## src/rtl/fib_fact_unit.sv

```systemverilog
// fib_fact_unit: iterative Fibonacci / factorial engine under a level-based
// request handshake. One ITER edge per step, so a start with operand n
// completes in n edges. result/ovf report the low 16 bits of the true value
// and whether the true value exceeded 16 bits.
module fib_fact_unit (
  input  logic        clk,
  input  logic        rst,
  input  logic        FIB,
  input  logic        FACT,
  input  logic [7:0]  operand,
  output logic [15:0] result,
  output logic        FIB_END,
  output logic        FACT_END,
  output logic        busy,
  output logic        ovf
);

  typedef enum logic [1:0] {
    S_IDLE = 2'd0,
    S_ITER = 2'd1,
    S_DONE = 2'd2
  } state_t;

  typedef enum logic {
    OP_FIB  = 1'b0,
    OP_FACT = 1'b1
  } op_t;

  state_t      r_state;
  state_t      w_state_nxt;
  op_t         r_op;
  op_t         w_op_nxt;
  logic [7:0]  r_cnt;
  logic [7:0]  w_cnt_nxt;
  // Bits [15:0] hold the value modulo 2^16. Bit 16 is a sticky flag meaning
  // "the true value no longer fits in 16 bits"; the modular low part keeps
  // the right residue because + and * commute with truncation.
  logic [16:0] r_a;
  logic [16:0] r_b;
  logic [16:0] w_a_nxt;
  logic [16:0] w_b_nxt;
  logic [15:0] r_result;
  logic        r_ovf;

  logic        w_req_lat;
  logic        w_start;
  logic        w_enter_done;
  logic [16:0] w_fib_sum;
  logic [23:0] w_fact_prod;

  // Request line that owns the current operation; the other one is ignored.
  assign w_req_lat = (r_op == OP_FIB) ? FIB : FACT;
  assign w_start   = FIB | FACT;

  assign w_fib_sum   = {1'b0, r_a[15:0]} + {1'b0, r_b[15:0]};
  assign w_fact_prod = {8'd0, r_a[15:0]} * {16'd0, r_cnt};

  // Next-state logic: start from IDLE, count down in ITER, hold in DONE
  // until the owning request drops; a drop during ITER aborts silently.
  always_comb begin
    w_state_nxt = r_state;
    case (r_state)
      S_IDLE: begin
        if (w_start) w_state_nxt = (operand == 8'd0) ? S_DONE : S_ITER;
      end
      S_ITER: begin
        if (!w_req_lat)          w_state_nxt = S_IDLE;
        else if (r_cnt == 8'd1)  w_state_nxt = S_DONE;
      end
      S_DONE: begin
        if (!w_req_lat) w_state_nxt = S_IDLE;
      end
      default: w_state_nxt = S_IDLE;
    endcase
  end

  // Datapath next values: initial load on start, one recurrence step per
  // ITER edge while the request is still held.
  always_comb begin
    w_op_nxt  = r_op;
    w_cnt_nxt = r_cnt;
    w_a_nxt   = r_a;
    w_b_nxt   = r_b;
    case (r_state)
      S_IDLE: begin
        if (w_start) begin
          w_cnt_nxt = operand;
          if (FIB) begin
            // FIB wins when both requests are high.
            w_op_nxt = OP_FIB;
            w_a_nxt  = 17'd0;
            w_b_nxt  = 17'd1;
          end else begin
            w_op_nxt = OP_FACT;
            w_a_nxt  = 17'd1;
          end
        end
      end
      S_ITER: begin
        if (w_req_lat) begin
          w_cnt_nxt = r_cnt - 8'd1;
          if (r_op == OP_FIB) begin
            w_a_nxt = r_b;
            w_b_nxt = {w_fib_sum[16] | r_a[16] | r_b[16], w_fib_sum[15:0]};
          end else begin
            w_a_nxt = {r_a[16] | (|w_fact_prod[23:16]), w_fact_prod[15:0]};
          end
        end
      end
      default: ;
    endcase
  end

  assign w_enter_done = (r_state != S_DONE) && (w_state_nxt == S_DONE);

  // State register.
  always_ff @(posedge clk or negedge rst) begin
    if (!rst) r_state <= S_IDLE;
    else      r_state <= w_state_nxt;
  end

  // Working registers: op, counter and the two recurrence terms.
  always_ff @(posedge clk or negedge rst) begin
    if (!rst) begin
      r_op  <= OP_FIB;
      r_cnt <= 8'd0;
      r_a   <= 17'd0;
      r_b   <= 17'd0;
    end else begin
      r_op  <= w_op_nxt;
      r_cnt <= w_cnt_nxt;
      r_a   <= w_a_nxt;
      r_b   <= w_b_nxt;
    end
  end

  // Visible result/ovf only move on entry to DONE, so an aborted run leaves
  // the previous answer in place.
  always_ff @(posedge clk or negedge rst) begin
    if (!rst) begin
      r_result <= 16'h0000;
      r_ovf    <= 1'b0;
    end else if (w_enter_done) begin
      r_result <= w_a_nxt[15:0];
      r_ovf    <= w_a_nxt[16];
    end
  end

  assign result   = r_result;
  assign ovf      = r_ovf;
  assign busy     = (r_state == S_ITER);
  assign FIB_END  = (r_state == S_DONE) && (r_op == OP_FIB);
  assign FACT_END = (r_state == S_DONE) && (r_op == OP_FACT);

endmodule

```

## config.mk

```make
export PLATFORM = sky130hd
export DESIGN_NAME = fib_fact_unit
export DESIGN_NICKNAME = d
export VERILOG_FILES = /design/src/rtl/fib_fact_unit.sv
export SDC_FILE = /design/constraint.sdc
export NUM_CORES = 1
export LEC_CHECK = 0
export CAP_MARGIN = 10
export CORE_ASPECT_RATIO = 0.5
export CORE_MARGIN = 4
export CORE_UTILIZATION = 40
export DETAILED_ROUTE_END_ITERATION = 8
export MAX_ROUTING_LAYER = met4
export SETUP_SLACK_MARGIN = 0.2
export SLEW_MARGIN = 20
export SYNTH_ARGS = -nofsm -noshare
export SYNTH_HDL_FRONTEND = slang
export SYNTH_SLANG_ARGS = --single-unit
export TNS_END_PERCENT = 30
```

## constraint.sdc

```tcl
create_clock -name clk -period 5 [get_ports clk]
set_input_delay 1.5 -clock clk [delete_from_list [all_inputs] [get_ports clk]]
set_output_delay 1.5 -clock clk [all_outputs]
set_load 0.005 [all_outputs]
```

==> flow_metrics.tcl <==
set metrics [dict create \
    crit_chain "buf_6 -> and2_4 -> fa_1 -> fa_1 -> fa_1 -> inv_1 -> fa_1 -> inv_2 -> ha_4 -> o21a_1 -> o21a_1 -> and2_4 -> o2111ai_2 -> a32oi_1 -> xnor2_1 -> o41a_1 -> mux2_4" \
    final.period_utilization_pct 98.00 \
    layout_common_cells "inv_1, and2_1, fa_1, nand2_1, buf_4" \
    synth_fp_nets 997 \
    viasPerCell 5.393 \
    fin_setup_tns_ns 0 \
    htreeDepth 3 \
    first_global_vias 6531 \
    status "finished, final reports clean" \
    ys.flop_type "dfrtp_1" \
    cp.arrival_ns 5.12 \
    p_leak_uw 0.004372 \
    final_cells 1179 \
    diodes 0 \
    skew_ns 0.008588 \
    die_width_um 203.2 \
    hpwl_mm 16.51 \
    gr-total-overflow 0 \
    fmax_ghz 0.2041 \
    gp_congestion 0.8786 \
    syn_inst 838 \
    drt-pass1-iter-count 6 \
    cts_hold_buffers 0 \
    drc 0 \
    syn-cell-area_sq_mm 0.007621 \
    ir_drop_mv 0.3054 \
    n_fill_cell 1762 \
    cp_common_cell "fa_1" \
    holdWs_ns 0.4829 \
    cts-root-buf "clkbuf_16" \
    critPathCaptureType "register" \
    cpPeakStageDelay_ns 0.52 \
    clock_path_buffers 2 \
    dp_cells 1145 \
    period_needed_ns 4.900 \
    cpMaxStageDelayCell "fa_1" \
    synth_edf_count 0 \
    multiInputGateArea_sq_mm 0.005846 \
    wl_mm 21.39 \
    worstMarginPinSlew_ns 0.9360 \
    io_pins 32 \
    initial_core_util_pct 41.04 \
    core_area_sq_mm 0.01857 \
    cts.reportedPaths.clkPinSlew_ns 0.06 \
    slew_violations 0 \
    hold_path.class "reg -> reg" \
    track_usage_pct 21.12 \
    drive_gt1_share_pct 19.78 \
    vias 6358 \
    r2r_slack_ns 0.10 \
    numCtsBuffers 9 \
    power_density_mw_per_mm2 634.4 \
    cp-start-kind "register" \
    drtIter0Drc 492 \
    setup_viol 0 \
    worstSetupPathType "reg -> reg" \
    synth.avg_cell_area_sq_um 9.094 \
    seq_area_frac_synth_pct 20.36 \
    ant_nets 0 \
    ys_warn_count 0 \
    wl_per_cell_um 18.14 \
    hold_viol_final 0 \
    area_growth_pct 22.15 \
    nets 1074 \
    cp_max_fo 7 \
    grt_max_degree 41 \
    seq_area_sq_mm 0.001568 \
    clk_latency_ns 0.34 \
    rsz0062_at_grt "true" \
    synth_seq_cells 62 \
    final_util_pct 50.13 \
    cts.sinks 62 \
    final_area_sq_mm 0.009309 \
    place_area_sq_mm 0.008506 \
    cts_tree "done" \
    slew_headroom_pct 37.18 \
    antenna_found_initial 1 \
    fp.dieH_um 105.6 \
    num_rows 35 \
    required_ns 5.22 \
    final_common_cell "inv_1" \
    yosysUniqueCellTypes 72 \
    grt_pass1_wl_mm 34.97 \
    dieArea_sq_mm 0.02146 \
    drv_cap 0 \
    port_buffers 31 \
    ys_async_sr_fraction_pct 100.0 \
]
==> path summary, 6_finish.rpt <==
path | start | endpoint | cells past startpoint
max | r_cnt[2]$_DFFE_PN0P_ | ovf$_DFFE_PN0P_ | 17
min | result[10]$_DFFE_PN0P_ | result[10]$_DFFE_PN0P_ | 1
max reg2reg | r_cnt[2]$_DFFE_PN0P_ | ovf$_DFFE_PN0P_ | 17
min reg2reg | result[10]$_DFFE_PN0P_ | result[10]$_DFFE_PN0P_ | 1
max in group asynchronous | rst | r_cnt[6]$_DFFE_PN0P_ | 2
min in group asynchronous | rst | result[5]$_DFFE_PN0P_ | 1
==> final cells by class <==
type                            count  share of cell area [%]
Multi-Input combinational cell    638                   62.80
Sequential cell                    62                   16.84
Timing Repair Buffer              100                   9.220
Inverter                          104                   4.194
Tap cell                          259                   3.481
Clock buffer                        9                   2.419
Clock inverter                      7                   1.048
==> stage by stage <==
step / total power [uW] / worst slack, ns
finish: 5906 / 0.1001
CTS: 5577 / 0.1059
floorplan: 3325 / 0.2147
global route: 6427 / -0.1014
global placement: 4539 / -0.03766
detailed placement: 4623 / -0.08728
==> kinds of logic (layout without fill, tap and decap cells) <==
family	Yosys count	after routing	share of synthesized area, %
compound gates	183	183	15.58
xor+xnor	23	23	2.643
fa+ha+maj	147	147	32.51
buf+inv	138	220	7.453
flops	62	62	20.36
mux	25	25	3.579
simple gates	260	260	17.88
==> cells in the mapped netlist (3+ instances only) <==
library cell,instances,area (sq um)
a21oi_1,40,200.2
a22oi_1,11,82.58
mux2i_1,10,100.1
fa_1,85,1702
dfrtp_1,62,1551
nand2_1,67,251.5
inv_1,103,386.6
and2_1,95,594.3
o21ai_0,55,275.3
o21ai_1,6,30.03
xnor2_1,18,157.7
buf_2,4,20.02
nand3_1,13,65.06
a31oi_1,4,25.02
clkbuf_1,25,93.84
nor4_1,6,37.54
mux2_2,14,157.7
a32o_1,3,30.03
o21bai_1,5,37.54
xor2_1,5,43.79
nand2b_1,7,43.79
a211oi_1,7,52.55
o21a_1,5,37.54
a22o_1,11,96.34
nor2_1,36,135.1
or3_1,3,18.77
a21o_1,7,52.55
nor3_1,14,70.07
ha_1,62,775.7
==> per-layer routing <==
layer / track usage (%) / share of wire [%] / up-vias
li1: - / - / 2960
met1: 31.02 / 49 / 3154
met2: 30.67 / 42 / 227
met3: 3.996 / 7.4 / 17
met4: 4.185 / 0.89 / 0
met5: - / 0 / -
==> worst max-delay path, delay by kind of cell, from the launching register on <==
family,cells,cell delay (ns)
multiplexers,1,0.27
AND/OR/NAND/NOR,2,0.32
buffers and inverters,3,0.26
XOR/XNOR,1,0.14
flip-flops,1,0.46
adder cells (fa/ha/maj),5,2.18
AO/OA/AOI/OAI,5,1.14
==> where the power goes <==
group | total (uW) | internal [uW] | leakage, uW | switching (uW)
clock network | 689 | 438 | 0.000152 | 251
registers | 979 | 669 | 0.000812 | 310
logic | 4240 | 1870 | 0.00341 | 2370
==> sequential cells by signal, summed over array words and instances (netlist names) <==
register and flops:
result 16, r_state 2, r_a 17, r_b 17, r_op 1, r_cnt 8
ovf 1
==> timing repair <==
action,4_1_cts,5_1_grt
setup buffers,11,7
resized for setup,44,48
pin swaps,16,27
setup endpoints to repair,11,10
Power figures use the tool's default switching activity.
